$ cat src/rtl/spi_arbiter_if.sv
// rtl/spi_arbiter_if.sv - requester-side and SPI-master-side signal bundle for spi_arbiter
//
// Purpose : groups every non-clock/reset signal of spi_arbiter into one bundle.
// Ports   : req/req_op/req_slave/req_wdata  requester requests (slice i belongs to requester i)
//           grant/done/rdata/err/busy       arbitration results back to the requesters
//           spi_start/spi_operation/spi_slave/spi_outgoing  command to the shared SPI master
//           spi_eot/spi_incoming            completion and read byte from the SPI master
// Modports: master = arbiter side, slave = requesters plus SPI master side.
interface spi_arbiter_if #(
  parameter int N_REQ = 3
);
  logic [N_REQ-1:0]    req;
  logic [N_REQ-1:0]    req_op;
  logic [2*N_REQ-1:0]  req_slave;
  logic [16*N_REQ-1:0] req_wdata;
  logic [N_REQ-1:0]    grant;
  logic [N_REQ-1:0]    done;
  logic [7:0]          rdata;
  logic                err;
  logic                busy;
  logic                spi_start;
  logic                spi_operation;
  logic [1:0]          spi_slave;
  logic [15:0]         spi_outgoing;
  logic                spi_eot;
  logic [7:0]          spi_incoming;

  modport master (
    input  req, req_op, req_slave, req_wdata, spi_eot, spi_incoming,
    output grant, done, rdata, err, busy,
           spi_start, spi_operation, spi_slave, spi_outgoing
  );

  modport slave (
    output req, req_op, req_slave, req_wdata, spi_eot, spi_incoming,
    input  grant, done, rdata, err, busy,
           spi_start, spi_operation, spi_slave, spi_outgoing
  );
endinterface

$ cat src/rtl/spi_arbiter.sv
// rtl/spi_arbiter.sv - round-robin arbiter sharing one SPI master among N_REQ requesters
//
// Purpose : grants the SPI master to one requester at a time (round-robin after the
//           last owner), issues a one-cycle start, waits for end-of-transaction,
//           captures read data and pulses done to the owner.
// Ports   : clk    system clock, rising edge
//           rst_n  synchronous active-low reset
//           bus    spi_arbiter_if.master (requests, grant/done/rdata/err/busy, SPI command)
// Params  : N_REQ (2..8), TIMEOUT_CYCLES (WAIT watchdog length)
// Macro   : SPI_ARB_TIMEOUT_EN - builds the WAIT watchdog; undefined means WAIT lasts
//           until spi_eot and err is tied low.
module spi_arbiter #(
  parameter int N_REQ          = 3,
  parameter int TIMEOUT_CYCLES = 4096
) (
  input  logic           clk,
  input  logic           rst_n,
  spi_arbiter_if.master  bus
);
  localparam int PW = $clog2(N_REQ);

  if (N_REQ < 2 || N_REQ > 8) begin : g_bad_n_req
    $error("spi_arbiter: N_REQ must be within 2..8");
  end
  if (TIMEOUT_CYCLES < 2) begin : g_bad_timeout
    $error("spi_arbiter: TIMEOUT_CYCLES must be at least 2");
  end

  typedef enum logic [1:0] {S_IDLE, S_START, S_WAIT, S_DONE} state_t;

  state_t           state_q, state_d;
  logic [PW-1:0]    last_ptr_q;
  logic [PW-1:0]    owner_q;
  logic [N_REQ-1:0] grant_q;
  logic             op_q;
  logic [1:0]       slave_q;
  logic [15:0]      out_q;
  logic [7:0]       rdata_q;
  logic             timeout;
  logic             spi_start_c;
  logic             busy_c;

  logic             pick_valid;
  logic [PW-1:0]    pick_idx;
  logic [N_REQ-1:0] pick_onehot;

  // Scan upward from the slot after the last owner, wrapping at N_REQ; the first
  // requesting slot wins, so the last owner is always considered last.
  always_comb begin
    int idx;
    pick_valid  = 1'b0;
    pick_idx    = '0;
    pick_onehot = '0;
    idx         = 0;
    for (int k = 1; k <= N_REQ; k++) begin
      idx = int'(last_ptr_q) + k;
      if (idx >= N_REQ) idx = idx - N_REQ;
      if (!pick_valid && bus.req[idx]) begin
        pick_valid       = 1'b1;
        pick_idx         = PW'(idx);
        pick_onehot[idx] = 1'b1;
      end
    end
  end

`ifdef SPI_ARB_TIMEOUT_EN
  localparam int CW = $clog2(TIMEOUT_CYCLES);
  logic [CW-1:0] wait_cnt_q;
  logic          err_q;

  // Held at zero outside WAIT, so it restarts on every WAIT entry; the timeout fires
  // in the TIMEOUT_CYCLES-th WAIT cycle.
  always_ff @(posedge clk) begin
    if (!rst_n) begin
      wait_cnt_q <= '0;
      err_q      <= 1'b0;
    end else begin
      wait_cnt_q <= (state_q == S_WAIT) ? wait_cnt_q + CW'(1) : '0;
      if (state_q == S_WAIT) err_q <= timeout;
    end
  end

  assign timeout = (state_q == S_WAIT) && !bus.spi_eot &&
                   (wait_cnt_q == CW'(TIMEOUT_CYCLES - 1));
  assign bus.err = (state_q == S_DONE) && err_q;
`else
  assign timeout = 1'b0;
  assign bus.err = 1'b0;
`endif

  always_ff @(posedge clk) begin
    if (!rst_n) begin
      state_q    <= S_IDLE;
      last_ptr_q <= PW'(N_REQ - 1);
      owner_q    <= '0;
      grant_q    <= '0;
      op_q       <= 1'b0;
      slave_q    <= '0;
      out_q      <= '0;
      rdata_q    <= '0;
    end else begin
      state_q <= state_d;
      case (state_q)
        S_IDLE: begin
          if (pick_valid) begin
            owner_q <= pick_idx;
            grant_q <= pick_onehot;
            op_q    <= bus.req_op[pick_idx];
            slave_q <= bus.req_slave[2*pick_idx +: 2];
            out_q   <= bus.req_wdata[16*pick_idx +: 16];
          end
        end
        S_WAIT: begin
          // Writes leave rdata untouched so a requester can still read the last byte.
          if (bus.spi_eot && !op_q) rdata_q <= bus.spi_incoming;
        end
        S_DONE: begin
          last_ptr_q <= owner_q;
          grant_q    <= '0;
        end
        default: ;
      endcase
    end
  end

  always_comb begin
    state_d     = state_q;
    spi_start_c = 1'b0;
    busy_c      = 1'b1;
    case (state_q)
      S_IDLE: begin
        busy_c = 1'b0;
        if (pick_valid) state_d = S_START;
      end
      S_START: begin
        spi_start_c = 1'b1;
        state_d     = S_WAIT;
      end
      S_WAIT: begin
        if (bus.spi_eot || timeout) state_d = S_DONE;
      end
      S_DONE: begin
        state_d = S_IDLE;
      end
      default: state_d = S_IDLE;
    endcase
  end

  // grant stays up through DONE so done can be derived from it for that one cycle.
  assign bus.grant         = grant_q;
  assign bus.done          = (state_q == S_DONE) ? grant_q : '0;
  assign bus.rdata         = rdata_q;
  assign bus.busy          = busy_c;
  assign bus.spi_start     = spi_start_c;
  assign bus.spi_operation = op_q;
  assign bus.spi_slave     = slave_q;
  assign bus.spi_outgoing  = out_q;
endmodule

$ cat src/flat_wrapper.sv
// flat-port wrapper written by rule: the top's interface ports become plain ports
module spi_arbiter_flat 
#(
  parameter int N_REQ          = 3,
  parameter int TIMEOUT_CYCLES = 4096
)
  (clk, rst_n, bus_req, bus_req_op, bus_req_slave, bus_req_wdata, bus_spi_eot, bus_spi_incoming, bus_grant, bus_done, bus_rdata, bus_err, bus_busy, bus_spi_start, bus_spi_operation, bus_spi_slave, bus_spi_outgoing);
  spi_arbiter_if #(.N_REQ(N_REQ)) bus_i ();
  input  logic clk;
  input  logic rst_n;
  input wire logic [$bits(bus_i.req)-1:0] bus_req;
  input wire logic [$bits(bus_i.req_op)-1:0] bus_req_op;
  input wire logic [$bits(bus_i.req_slave)-1:0] bus_req_slave;
  input wire logic [$bits(bus_i.req_wdata)-1:0] bus_req_wdata;
  input wire logic [$bits(bus_i.spi_eot)-1:0] bus_spi_eot;
  input wire logic [$bits(bus_i.spi_incoming)-1:0] bus_spi_incoming;
  output wire logic [$bits(bus_i.grant)-1:0] bus_grant;
  output wire logic [$bits(bus_i.done)-1:0] bus_done;
  output wire logic [$bits(bus_i.rdata)-1:0] bus_rdata;
  output wire logic [$bits(bus_i.err)-1:0] bus_err;
  output wire logic [$bits(bus_i.busy)-1:0] bus_busy;
  output wire logic [$bits(bus_i.spi_start)-1:0] bus_spi_start;
  output wire logic [$bits(bus_i.spi_operation)-1:0] bus_spi_operation;
  output wire logic [$bits(bus_i.spi_slave)-1:0] bus_spi_slave;
  output wire logic [$bits(bus_i.spi_outgoing)-1:0] bus_spi_outgoing;
  assign bus_i.req = bus_req;
  assign bus_i.req_op = bus_req_op;
  assign bus_i.req_slave = bus_req_slave;
  assign bus_i.req_wdata = bus_req_wdata;
  assign bus_i.spi_eot = bus_spi_eot;
  assign bus_i.spi_incoming = bus_spi_incoming;
  assign bus_grant = bus_i.grant;
  assign bus_done = bus_i.done;
  assign bus_rdata = bus_i.rdata;
  assign bus_err = bus_i.err;
  assign bus_busy = bus_i.busy;
  assign bus_spi_start = bus_i.spi_start;
  assign bus_spi_operation = bus_i.spi_operation;
  assign bus_spi_slave = bus_i.spi_slave;
  assign bus_spi_outgoing = bus_i.spi_outgoing;
  spi_arbiter #(.N_REQ(N_REQ), .TIMEOUT_CYCLES(TIMEOUT_CYCLES)) u_core (.clk(clk), .rst_n(rst_n), .bus(bus_i));
endmodule
$ cat config.mk
export PLATFORM = sky130hd
export DESIGN_NAME = spi_arbiter_flat
export DESIGN_NICKNAME = d
export VERILOG_FILES = /design/src/rtl/spi_arbiter_if.sv /design/src/rtl/spi_arbiter.sv /design/src/flat_wrapper.sv
export SDC_FILE = /design/constraint.sdc
export NUM_CORES = 1
export LEC_CHECK = 0
export ABC_CLOCK_PERIOD_IN_PS = 5000
export CAP_MARGIN = 20
export CORE_ASPECT_RATIO = 0.5
export CORE_MARGIN = 2
export CORE_UTILIZATION = 44
export CTS_CLUSTER_DIAMETER = 30
export DETAILED_ROUTE_END_ITERATION = 10
export GPL_TIMING_DRIVEN = 0
export PLACE_DENSITY = 0.87
export SLEW_MARGIN = 20
export SYNTH_ARGS = -nofsm -noshare
export SYNTH_HDL_FRONTEND = slang
export SYNTH_SLANG_ARGS = --single-unit
$ cat constraint.sdc
create_clock -name clk -period 5 [get_ports clk]
set_input_delay 0.75 -clock clk [delete_from_list [all_inputs] [get_ports clk]]
set_output_delay 0.75 -clock clk [all_outputs]
set_load 0.02 [all_outputs]
==> summary.md, run 1 <==
| Metric | Value |
|---|---|
| Initial DRC Count | 64 |
| 1st-pass router iterations | 4 |
| Worst Hold Path Cells | 2 |
| Number of global-route vias before repair | 2,214 |
| Largest family of logic cells by synthesized area | compound AO/OA/AOI/OAI gates |
| Path type of the worst setup path | register to register |
| Leakage | 1.38 nW |
| Synth Flop Type | dfxtp_1 |
| Post-Place Cells | 410 |
| Post-synth EDFFs | 0 |
| Asr flop ratio synth | 0% |
| Antenna viol nets, final | 0 |
| Clk_skew | 9.23 ps |
| Number of buffers created by CTS | 5 |
| Die H | 53.5 um |
| Max Freq | 338 MHz |
| Worst-path fanout max | 10 |
| CTS tree | done |
| Initial antenna violation count | 0 |
| Setup crit start kind | register |
| Proportion of layout cells with a drive suffix above 1 | 9.09% |
| Top cells by count, synth | nand2_1 (46), dfxtp_1 (36), mux2i_1 (31) |
| DRC Markers | 0 |
| XOR/XNOR Fraction of Synth Area | 0% |
| Cells after Synth | 240 |
| Count leader, synth | nand2_1 |
| Max_cap viols | 0 |
| Fraction of synthesized area in multiplexers | 15.8% |
| Worst-Margin Slew | 534 ps |
| Worst VDD drop | 0.000307 V |
| Worst flop-to-flop path endpoint | u_core.bus.spi_operation$_SDFFE_PN0P_ |
| Synth top area cells | dfxtp_1 (33%), mux2i_1 (14%), nand2_1 (8.0%), o221ai_1 (7.7%), ha_1 (6.4%) |
| Period utilisation layout | 59.3% |
| Drt total wl | 6630 um |
| Gates resized, CTS repair | 0 |
| Full die area | 0.00551 mm2 |
| Ant. Diodes | 0 |
| Outcome | complete, no violations |
| Cell taking the most area after synthesis | dfxtp_1 |
| Die Wd | 103 um |
| RR Startpoint | u_core.last_ptr_q[0]$_SDFFE_PN0P_ |
| # nets final | 433 |
| Power Dens Cells | 469 mW/mm2 |
| FP Rows | 17 |
| Worst R2R Path Depth | 11 |
| Power Total | 1.59 mW |
| Final Non-Filler Cells | 418 |
| Port bufs | 104 |
| Slew Limit Fails | 0 |
| Setup bufs post-CTS | 0 |
| H-Tree Depth | 2 |
| Worst hold slack | 471 ps |
| Final instance area | 0.00339 mm2 |
| Clock Latency Late Sink | 300 ps |
| Area after DPL | 0.00328 mm2 |
| Largest net degree at the start of global routing | 13 |
| Routed len/inst | 15.9 um |
| RSZ-0062 raised after global routing | no |
| TNS Setup | 0 ps |
| CTS clock-pin slew for the worst setup and hold paths | 80 ps |
| Cell Area, Synth | 0.00216 mm2 |
| Arrival @ worst endpoint | 3130 ps |
| First-pass GRT wire length | 10,400 um |
| Syn Area/Cell | 8.98 um2 |
| Post-synth top area share | 33.4% |
| Period minus WS final | 2960 ps |
| GR Overflow Total | 0 |
| Hold Path Class | register to register |
| Post-synthesis compound-gate area fraction | 19.2% |
| Hold_buf cts | 0 |
| GP Congestion | 0.910 |
| Tot GR Track Use | 24.9% |
| Adder-cell share of the synthesized area | 6.38% |
| Net Count, Synth | 322 |
| Endpoint of the worst hold path | u_core.bus.spi_slave[1]$_SDFFE_PN0P_ |
| Via density | 5.33 |
| Final hold vios | 0 |
| Final HPWL DP | 4970 um |
| Initial Util | 47.4% |
| Vias | 2,230 |
| Critical Path RT | 5160 ps |
| Cell variety after synth | 42 |
| Synth warn | 0 |
| Crit. End Element | register |
| Io pins | 107 |
| Max-slew headroom | 64.4% |
| Worst Hold Launch | u_core.bus.spi_slave[1]$_SDFFE_PN0P_ |
| R2r setup slk | 2040 ps |
| Area Overhead vs Synth | 57.3% |
| Setup Viol. Count Final | 0 |
| Seq cells post-synth | 36 |
| Root Driver | clkbuf_8 |
| Core box area | 0.00455 mm2 |
| Seq/Total Area, Yosys | 33.4% |
| Clock sinks | 36 |
| Post-Synth Simple-Gate Area | 18.7% |
| Clk buf depth | 2 |
==> where the power goes <==
group | internal [mW] | switching (mW)
clock network | 0.148 | 0.116
logic | 0.418 | 0.469
registers | 0.381 | 0.0575
total | 0.947 | 0.642
==> layout make-up <==
| type | count | area (um2) |
|---|---|---|
| Sequential cell | 36 | 721 |
| Tap cell | 66 | 82.6 |
| Timing Repair Buffer | 104 | 1040 |
| Fill cell | 338 | 1160 |
| Multi-Input combinational cell | 180 | 1300 |
| Inverter | 9 | 33.8 |
| Clock inverter | 3 | 42.5 |
| Clock buffer | 5 | 68.8 |
| Buffer | 15 | 101 |
==> cell usage in the layout (no fill, tap or decap), drive strengths merged, types with 2 or more instances in the layout <==
cell type / synthesis / layout
a21boi: 3 / 3
a21o: 2 / 2
a21oi: 7 / 7
a22oi: 2 / 2
a31oi: 3 / 3
and2: 5 / 5
buf: 12 / 12
clkbuf: 3 / 8
clkdlybuf4s50: 0 / 104
dfxtp: 36 / 36
ha: 11 / 11
inv: 9 / 9
mux2: 2 / 2
mux2i: 31 / 31
nand2: 47 / 47
nand2b: 4 / 4
nand3: 4 / 4
nor2: 6 / 6
nor2b: 11 / 11
nor3b: 2 / 2
o21ai: 9 / 9
o221ai: 19 / 19
==> metrics by stage <==
stage,setup WS [ps],util [%]
after floorplan,2580,-
after global placement,1890,72.0
after detailed placement,1830,72.0
after CTS,2040,74.5
after global routing,1750,74.5
final,2040,74.5
==> routing by layer <==
metal / routed length, um / global-route usage [%] / part of all wire, %
met1: 2740 / 29.2 / 41
met2: 3460 / 45.5 / 52
met3: 309 / 5.94 / 4.7
met4: 119 / 7.46 / 1.8
met5: 0 / 0 / 0
==> worst max path at each step <==
stage / start / endpoint / slack [ps] / depth (start not counted)
after CTS: u_core.last_ptr_q[0]$_SDFFE_PN0P_ / u_core.bus.spi_operation$_SDFFE_PN0P_ / 2040 / 11
after global routing: u_core.last_ptr_q[0]$_SDFFE_PN0P_ / u_core.bus.spi_operation$_SDFFE_PN0P_ / 1750 / 11
final: u_core.last_ptr_q[0]$_SDFFE_PN0P_ / u_core.bus.spi_operation$_SDFFE_PN0P_ / 2040 / 11
after floorplan: u_core.last_ptr_q[0]$_SDFFE_PN0P_ / u_core.bus.spi_outgoing[3]$_SDFFE_PN0P_ / 2580 / 11
after global placement: bus_req[2] / u_core.bus.spi_outgoing[12]$_SDFFE_PN0P_ / 1890 / 9
after detailed placement: bus_req[0] / u_core.bus.spi_outgoing[0]$_SDFFE_PN0P_ / 1830 / 9
==> cell families (layout without fill, tap and decap cells) <==
group	count (synthesis)	after routing
flip-flops	36	36
multiplexers	33	33
buffers and inverters	24	136
AND/OR/NAND/NOR	82	82
AO/OA/AOI/OAI	53	53
adder cells (fa/ha/maj)	11	11
other	1	1
==> critical path: stages, from the launching register on <==
cell and delay, ps:
dfxtp_1 510, inv_1 170, ha_1 310, buf_2 170
nor3b_2 260, a21o_1 250, o21ai_1 130, a22oi_1 350
nand2b_1 150, buf_2 220, buf_6 190, o221ai_1 120
==> sequential cells by signal, summed over array words and instances, names as in the netlist <==
name and cells:
u_core.bus.spi_outgoing 16, u_core.bus.rdata 8, u_core.bus.grant 3, u_core.bus.spi_slave 2
u_core.last_ptr_q 2, u_core.owner_q 2, u_core.state_q 2, u_core.bus.spi_operation 1
(Power assumes the default switching activity.)
==> run 2: changes to the inputs <==
Settings changed: ABC_CLOCK_PERIOD_IN_PS 5000 to 2500, CORE_UTILIZATION 44 to 37, PLACE_DENSITY 0.87 to 0.78.
Clock period 5 ns to 2.5 ns, I/O delays scaled along.
==> run 2 against run 1 <==
Clock skew decreased by 6.3 ps. Via count decreased by 0.99%. Worst hold slack got worse by 8.8 ps. Core utilization decreased by 8.2 points. Clock power increased by 140%. First-iteration DRC count increased by 66%. Largest cell class unchanged. Sequential cell count unchanged. Highest routed layer unchanged. Final cell count increased by 3.6%. Wire length increased by 2.4%.
==> summary.md, run 2 (same netlist as run 1, synthesis figures left out) <==
| Metric | Value |
|---|---|
| Outcome | complete, no violations |
| Number of global-route vias before repair | 2,202 |
| Max-slew headroom | 62.4% |
| Die H | 58.0 um |
| H-Tree Depth | 2 |
| DRC Markers | 0 |
| Antenna viol nets, final | 0 |
| Place WS | -402 ps |
| TNS Setup | 0 ps |
| First-pass GRT wire length | 10,700 um |
| Arrival @ worst endpoint | 2600 ps |
| Core box area | 0.00556 mm2 |
| Path type of the worst setup path | register to register |
| Crit. End Element | register |
| Setup crit start kind | register |
| 1st-pass router iterations | 4 |
| Worst-path fanout max | 10 |
| Vias | 2,208 |
| Max Freq | 407 MHz |
| Routed len/inst | 15.7 um |
| Tot GR Track Use | 20.2% |
| Largest net degree at the start of global routing | 11 |
| Initial DRC Count | 106 |
| Ant. Diodes | 0 |
| CTS clock-pin slew for the worst setup and hold paths | 50 ps |
| FP Rows | 19 |
| CTS tree | done |
| Clk_skew | 2.92 ps |
| Comb pwr share | 56.9% |
| Initial antenna violation count | 0 |
| Area Overhead vs Synth | 71.0% |
| Setup Viol. Count Final | 0 |
| Sw frac | 38.2% |
| Io pins | 107 |
| GP Congestion | 0.877 |
| Clock sinks | 36 |
| Commonest non-fill, non-tap cell in the layout | clkdlybuf4s50_1 |
| Initial Util | 38.8% |
| Worst VDD drop | 0.000488 V |
| Power share of the sequential group | 24.8% |
| Worst R2R Path Depth | 11 |
| Max reg flops | 16 |
| Root Driver | clkbuf_16 |
| Area after DPL | 0.00329 mm2 |
| Setup ws final | 44.8 ps |
| Proportion of layout cells with a drive suffix above 1 | 15.6% |
| Clock Latency Late Sink | 270 ps |
| Final HPWL DP | 4990 um |
| GR Overflow Total | 0 |
| Final hold vios | 0 |
| Drt total wl | 6790 um |
| Full die area | 0.00649 mm2 |
| Period minus WS final | 2460 ps |
| # nets final | 442 |
| Hold Path Class | register to register |
| Power Total | 3.52 mW |
| Leakage | 1.49 nW |
| Die Wd | 112 um |
| Number of buffers created by CTS | 5 |
| Worst-Margin Slew | 563 ps |
| Internal power | 2.18 mW |
| Port bufs | 104 |
| Worst Hold Path Cells | 2 |
| RSZ-0062 raised after global routing | yes |
| Via density | 5.10 |
| Clk buf depth | 2 |
| NetSw | 1.34 mW |
| Power Dens Cells | 955 mW/mm2 |
| Most frequent cells in the layout | clkdlybuf4s50_1 (104), nand2_1 (46), dfxtp_1 (34), mux2i_1 (30), o221ai_1 (19) |
| Max_cap viols | 0 |
| Worst hold slack | 463 ps |
| Final instance area | 0.00369 mm2 |
| Clock power share | 18.3% |
| Critical Path RT | 2650 ps |
| Period utilisation layout | 98.2% |
| Slew Limit Fails | 0 |
## run 2: through the flow
step | std cells | utilization [%]
after global placement | 417 | 59.1
final | 433 | 66.3
after floorplan | 240 | -
after CTS | 427 | 63.3
after global routing | 433 | 66.3
after detailed placement | 417 | 59.1
## run 2: critical path: stages, from the launching register on
cell and delay (ps):
dfxtp_4 400, inv_4 60, ha_1 310, buf_6 150, nor3b_4 240, a21oi_1 60, or2_0 240, a31o_1 220
buf_8 160, buf_12 150, mux2i_1 190, o221ai_1 120
## run 2: layout make-up
| class | instances | area [um2] |
|---|---|---|
| clock buffers | 7 | 153 |
| multi-input cells | 180 | 1420 |
| well taps | 73 | 91.3 |
| inverters | 9 | 36.3 |
| fillers | 443 | 1880 |
| plain buffers | 14 | 131 |
| repair buffers | 114 | 1130 |
| flip-flops and latches | 36 | 726 |
## run 2: routing by layer
metal / part of all wire, % / wire length (um) / up-vias / track usage (%)
met4: 1.3 / 88 / 0 / 5.92
met3: 3.2 / 215 / 10 / 3.56
met2: 52 / 3540 / 40 / 37.6
met1: 43 / 2950 / 1065 / 24.5
met5: 0 / 0 / - / 0
li1: - / - / 1093 / -
## run 2: repair_timing
action                     4_1_cts  5_1_grt
setup endpoints to repair       25       24
hold buffers                     0        0
setup buffers                    3        7
resized for setup               17       22
pin swaps                        3       10
## run 2: worst paths after layout
path,end,startpoint,slack [ps]
min,u_core.bus.spi_outgoing[14]$_SDFFE_PN0P_,u_core.bus.spi_outgoing[14]$_SDFFE_PN0P_,460
min reg2reg,u_core.bus.spi_outgoing[14]$_SDFFE_PN0P_,u_core.bus.spi_outgoing[14]$_SDFFE_PN0P_,460
max,u_core.bus.spi_slave[1]$_SDFFE_PN0P_,u_core.last_ptr_q[0]$_SDFFE_PN0P_,40
max reg2reg,u_core.bus.spi_slave[1]$_SDFFE_PN0P_,u_core.last_ptr_q[0]$_SDFFE_PN0P_,40
## run 2: power by group through the flow
stage / registers, mW / logic [mW] / clock network, mW
floorplan: 1.06 / 0.890 / 0
global route: 0.896 / 2.14 / 0.686
global placement: 0.873 / 1.72 / 0
detailed placement: 0.883 / 1.76 / 0
finish: 0.875 / 2.00 / 0.644
CTS: 0.872 / 1.84 / 0.654
